$ cat src/rtl/seq_multiplier.sv
// seq_multiplier: sequential shift-and-add multiplier, unsigned or two's-complement signed.
//
// Ports
//   clk_i      rising-edge clock
//   rst_i      synchronous active-high reset
//   start_i    request; accepted on a rising edge while ready_o is high
//   sgn_i      1 = signed operands, 0 = unsigned; sampled with start_i
//   a_i        multiplicand, sampled with start_i
//   b_i        multiplier, sampled with start_i
//   ready_o    idle, a start will be accepted
//   busy_o     operation in progress (calculating or reporting)
//   done_o     one-cycle pulse, product_o valid
//   product_o  2*WIDTH-bit result, held until the next result or reset
//
// Timing: accept edge E, WIDTH calculation cycles, then one done cycle, then one idle cycle.
// With start_i held high a new operand pair is taken every WIDTH+2 cycles.
module seq_multiplier #(
    parameter int unsigned WIDTH = 4
) (
    input  logic               clk_i,
    input  logic               rst_i,
    input  logic               start_i,
    input  logic               sgn_i,
    input  logic [WIDTH-1:0]   a_i,
    input  logic [WIDTH-1:0]   b_i,
    output logic               ready_o,
    output logic               busy_o,
    output logic               done_o,
    output logic [2*WIDTH-1:0] product_o
);

    localparam int unsigned      CntW    = $clog2(WIDTH);
    localparam logic [CntW-1:0]  LastCnt = CntW'(WIDTH - 1);

    typedef enum logic [1:0] {
        StIdle,
        StCalc,
        StDone
    } state_e;

    state_e               state_q, state_d;
    logic [WIDTH-1:0]     mcand_q, mcand_d;
    // Upper WIDTH+1 bits accumulate partial sums; lower WIDTH bits start as the
    // multiplier and are shifted out LSB first as the product shifts in.
    logic [2*WIDTH:0]     acc_q, acc_d;
    logic [CntW-1:0]      cnt_q, cnt_d;
    logic                 sign_q, sign_d;
    logic [2*WIDTH-1:0]   product_q, product_d;

    logic [WIDTH-1:0]     a_mag, b_mag;
    logic [WIDTH:0]       upper_sum;
    logic [2*WIDTH:0]     acc_add;
    logic [2*WIDTH:0]     acc_step;
    logic [2*WIDTH-1:0]   acc_low;

    always_comb begin
        // Magnitude of the most-negative value wraps to itself, which is the
        // correct unsigned WIDTH-bit magnitude 2^(WIDTH-1).
        a_mag = (sgn_i && a_i[WIDTH-1]) ? -a_i : a_i;
        b_mag = (sgn_i && b_i[WIDTH-1]) ? -b_i : b_i;

        // Upper half is always below 2^WIDTH before the add, so WIDTH+1 bits hold the sum.
        upper_sum = acc_q[2*WIDTH:WIDTH] + {1'b0, mcand_q};
        acc_add   = acc_q[0] ? {upper_sum, acc_q[WIDTH-1:0]} : acc_q;
        acc_step  = {1'b0, acc_add[2*WIDTH:1]};
        acc_low   = acc_step[2*WIDTH-1:0];
    end

    always_comb begin
        state_d   = state_q;
        mcand_d   = mcand_q;
        acc_d     = acc_q;
        cnt_d     = cnt_q;
        sign_d    = sign_q;
        product_d = product_q;

        unique case (state_q)
            StIdle: begin
                if (start_i) begin
                    mcand_d = a_mag;
                    acc_d   = {{(WIDTH + 1){1'b0}}, b_mag};
                    sign_d  = sgn_i & (a_i[WIDTH-1] ^ b_i[WIDTH-1]);
                    cnt_d   = '0;
                    state_d = StCalc;
                end
            end
            StCalc: begin
                acc_d = acc_step;
                cnt_d = cnt_q + 1'b1;
                if (cnt_q == LastCnt) begin
                    // Result is registered on the final iteration so it is valid with done.
                    product_d = sign_q ? -acc_low : acc_low;
                    state_d   = StDone;
                end
            end
            StDone: begin
                state_d = StIdle;
            end
            default: begin
                state_d = StIdle;
            end
        endcase
    end

    always_ff @(posedge clk_i) begin
        if (rst_i) begin
            state_q   <= StIdle;
            mcand_q   <= '0;
            acc_q     <= '0;
            cnt_q     <= '0;
            sign_q    <= 1'b0;
            product_q <= '0;
        end else begin
            state_q   <= state_d;
            mcand_q   <= mcand_d;
            acc_q     <= acc_d;
            cnt_q     <= cnt_d;
            sign_q    <= sign_d;
            product_q <= product_d;
        end
    end

    assign ready_o   = (state_q == StIdle);
    assign busy_o    = (state_q == StCalc) || (state_q == StDone);
    assign done_o    = (state_q == StDone);
    assign product_o = product_q;

endmodule

$ cat config.mk
export PLATFORM = sky130hd
export DESIGN_NAME = seq_multiplier
export DESIGN_NICKNAME = d
export VERILOG_FILES = /design/src/rtl/seq_multiplier.sv
export SDC_FILE = /design/constraint.sdc
export NUM_CORES = 1
export LEC_CHECK = 0
export ABC_AREA = 1
export BUFFER_PORTS_ARGS = -buffer_cell sky130_fd_sc_hd__buf_2
export CORE_ASPECT_RATIO = 0.8
export CORE_UTILIZATION = 55
export DETAILED_ROUTE_END_ITERATION = 8
export PLACE_DENSITY = 0.87
export SYNTH_ARGS = -nofsm -noshare
export SYNTH_HDL_FRONTEND = slang
export SYNTH_SLANG_ARGS = --single-unit
$ cat constraint.sdc
create_clock -name clk_i -period 2.1 [get_ports clk_i]
set_input_delay 0.21 -clock clk_i [delete_from_list [all_inputs] [get_ports clk_i]]
set_output_delay 0.21 -clock clk_i [all_outputs]
set_load 0.05 [all_outputs]
==> flow_metrics.py <==
metrics = {
    "outcome": {
        "status": "finished, final reports clean",
    },
    "worst_setup_path": {
        "required_ns": 2.34,
        "reg2reg_depth": 12,
        "worstSetupStartpointType": "register",
        "worstSetupEndpointType": "register",
        "path_class": "register to register",
        "worstPathMaxFanout": 3,
        "worstPathArrival_ns": 2.09,
    },
    "pwr": {
        "switching_share_pct": 32.2,
        "p_per_area_nw_per_um2": 585,
        "cellInternalPower_uw": 639,
        "vdd_ir_drop_max_mv": 0.503,
        "p_comb_share_pct": 22.5,
        "switching_power_uw": 304,
        "leakage_nw": 0.806,
        "power.share.clock_pct": 22.8,
        "seqPwrFrac_pct": 54.7,
    },
    "placement": {
        "portBuffers": 22,
        "dpl_worst_slack_ns": 0.280,
        "hpwl_um": 2240,
        "place_congestion": 0.874,
    },
    "route": {
        "routed_wl_um": 2980,
        "ant_nets": 0,
        "highest_layer": "met4",
        "drc_errors": 0,
        "wl_met2_um": 1390,
        "dr_wl_met3_um": 120,
        "dr.pass1.iters": 4,
        "met1Wirelength_um": 1430,
        "vias": 1371,
        "via_per_inst": 5.15,
        "first_iter_violations": 57,
        "drt-wirelength-per-cell_um": 11.2,
    },
    "floorplan": {
        "core_area_um2": 2480,
        "die_width_um": 59.7,
        "fp-row-count": 16,
        "die_height_um": 48.2,
        "start_util_pct": 59.1,
        "io-pin-count": 23,
        "die_area_um2": 2880,
    },
    "run": {
        "cap_viol_max_count": 0,
    },
    "yosys": {
        "synth_top_area_share_pct": 34.1,
        "avgSynthCellArea_um2": 6.98,
        "synth.distinct_cells": 27,
        "synth_nets": 234,
        "netlist_top_cells_area": "dfxtp_1, nand2_1, ha_1",
        "syn_inst": 210,
        "synth_seq_cells": 25,
        "seq_area_frac_synth_pct": 34.1,
        "post_synth_instance_area_um2": 1470,
        "synth_top_area_cell": "dfxtp_1",
        "ys_warn_count": 0,
    },
    "timing": {
        "fmax_ghz": 0.540,
        "period_share_pct": 88.1,
        "setup_viol": 0,
        "rsz0062_at_grt": "false",
        "slew_viol_final": 0,
        "worst_pin_slew_ns": 0.508,
        "fin_hold_ws_ns": 0.168,
        "slew_headroom_pct": 66.1,
        "skew_ns": 0.00272,
        "finalHoldViolations": 0,
        "setup_tns_ns": 0,
        "period_needed_ns": 1.85,
        "fin_ws_ns": 0.250,
    },
    "clock_network": {
        "clk_path_buf_depth": 2,
        "h-tree-depth": 1,
        "clk_latency_ns": 0.32,
        "clkSinkCount": 25,
        "cts_root_buf": "clkbuf_4",
        "cts_tree": "yes",
        "clk_pin_slew_ns": 0.13,
        "cts_buffers": 3,
        "cts_setup_buffers": 0,
        "cts_hold_buf": 0,
        "cts-resized-gates": 0,
    },
    "worst_hold_path": {
        "min_path_type": "input port to register",
        "min_path_cells": 3,
    },
    "finish": {
        "area_growth_syn_to_layout_pct": 9.81,
        "num_antenna_cells": 0,
        "final_common_cell": "nand2_1",
        "fillers": 245,
        "drive_above_1_share_pct": 13.9,
        "layout_common_cells": "nand2_1, inv_1, dfxtp_1",
        "nNetsFinal": 255,
    },
    "global_routing": {
        "antenna_found_initial": 0,
        "grt-ovfl-total": 0,
        "grtUsageTotal_pct": 22.0,
        "grt_pass1_vias": 1107,
        "grt_max_degree": 18,
        "grt_pass1_wl_um": 4650,
    },
}
[sequential cells by signal, summed over array words and instances (netlist names)]
register and count:
acc_q 8, product_o 8, mcand_q 4, cnt_q 2
state_q 2, sign_q 1
[cell usage after synthesis]
| library cell | n |
|---|---|
| nand2_1 | 51 |
| fa_1 | 1 |
| nor3_1 | 2 |
| xor2_1 | 4 |
| a221oi_1 | 2 |
| o221ai_1 | 1 |
| nor2_1 | 16 |
| o31ai_1 | 1 |
| nand4_1 | 1 |
| o21ai_0 | 14 |
| o21ai_2 | 1 |
| o211ai_1 | 5 |
| a31oi_1 | 1 |
| inv_2 | 3 |
| a211oi_1 | 1 |
| nand3_1 | 10 |
| xnor2_1 | 1 |
| ha_1 | 11 |
| dfxtp_1 | 25 |
| or2_2 | 1 |
| buf_2 | 1 |
| buf_6 | 2 |
| o21ai_1 | 1 |
| clkbuf_1 | 3 |
| nand2_2 | 1 |
| a21oi_1 | 22 |
| inv_1 | 28 |
[stage by stage]
step / power, mW / util (%) / instances / cell area [um2]
after detailed placement: 0.736 / 63.8 / 262 / 1580
after global placement: 0.730 / 63.8 / 262 / 1580
after CTS: 0.946 / 64.9 / 266 / 1610
final: 0.943 / 64.9 / 266 / 1610
after global routing: 1.00 / 64.9 / 266 / 1610
after floorplan: 0.692 / - / 210 / 1470
[critical path, stage by stage, from the launching register on]
cell	delay [ns]
dfxtp_1	0.35
ha_1	0.20
fa_1	0.43
inv_1	0.06
nand2_1	0.04
nand2_1	0.09
inv_1	0.07
nor2_1	0.14
nand3_1	0.11
nand4_1	0.08
nand3_1	0.07
nand2_1	0.08
inv_1	0.04
[power by group through the flow]
stage	clock network (mW)	logic [mW]	registers [mW]
after floorplan	0	0.176	0.516
after CTS	0.219	0.211	0.516
after global routing	0.239	0.241	0.520
after detailed placement	0	0.210	0.526
final	0.215	0.212	0.516
after global placement	0	0.204	0.526
[cell type report]
class | instances | area (um2) | share of cell area, %
clock buffers | 3 | 22.5 | 1.40
clock inverters | 1 | 5.00 | 0.311
inverters | 31 | 116 | 7.23
multi-input cells | 148 | 811 | 50.3
flip-flops and latches | 25 | 500 | 31.1
well taps | 36 | 45.0 | 2.80
repair buffers | 22 | 110 | 6.84
[worst paths after layout]
kind	start	to	slack [ns]
setup / recovery	acc_q[4]$_SDFFE_PP0P_	product_o[6]$_SDFFE_PP0P_	0.25
setup reg to reg	acc_q[4]$_SDFFE_PP0P_	product_o[6]$_SDFFE_PP0P_	0.25
hold / removal	a_i[0]	mcand_q[0]$_SDFFE_PP0P_	0.17
hold reg to reg	cnt_q[0]$_SDFFE_PP0P_	cnt_q[0]$_SDFFE_PP0P_	0.48
[logic make-up (layout without fill, tap and decap cells)]
| kind of cell | Yosys count | count (layout) | share of synthesized area, % |
|---|---|---|---|
| compound gates | 49 | 49 | 19.0 |
| xor+xnor | 5 | 5 | 2.99 |
| fa+ha+maj | 12 | 12 | 10.8 |
| buf+inv | 37 | 57 | 10.6 |
| flops | 25 | 25 | 34.1 |
| simple gates | 82 | 82 | 22.5 |
[routing by layer]
layer  GRT usage (%)  up-vias
met5               0        -
met4            5.58        0
li1                -      725
met3            5.57        7
met1            27.9      608
met2            38.4       31
Power figures use the tool's default switching activity.
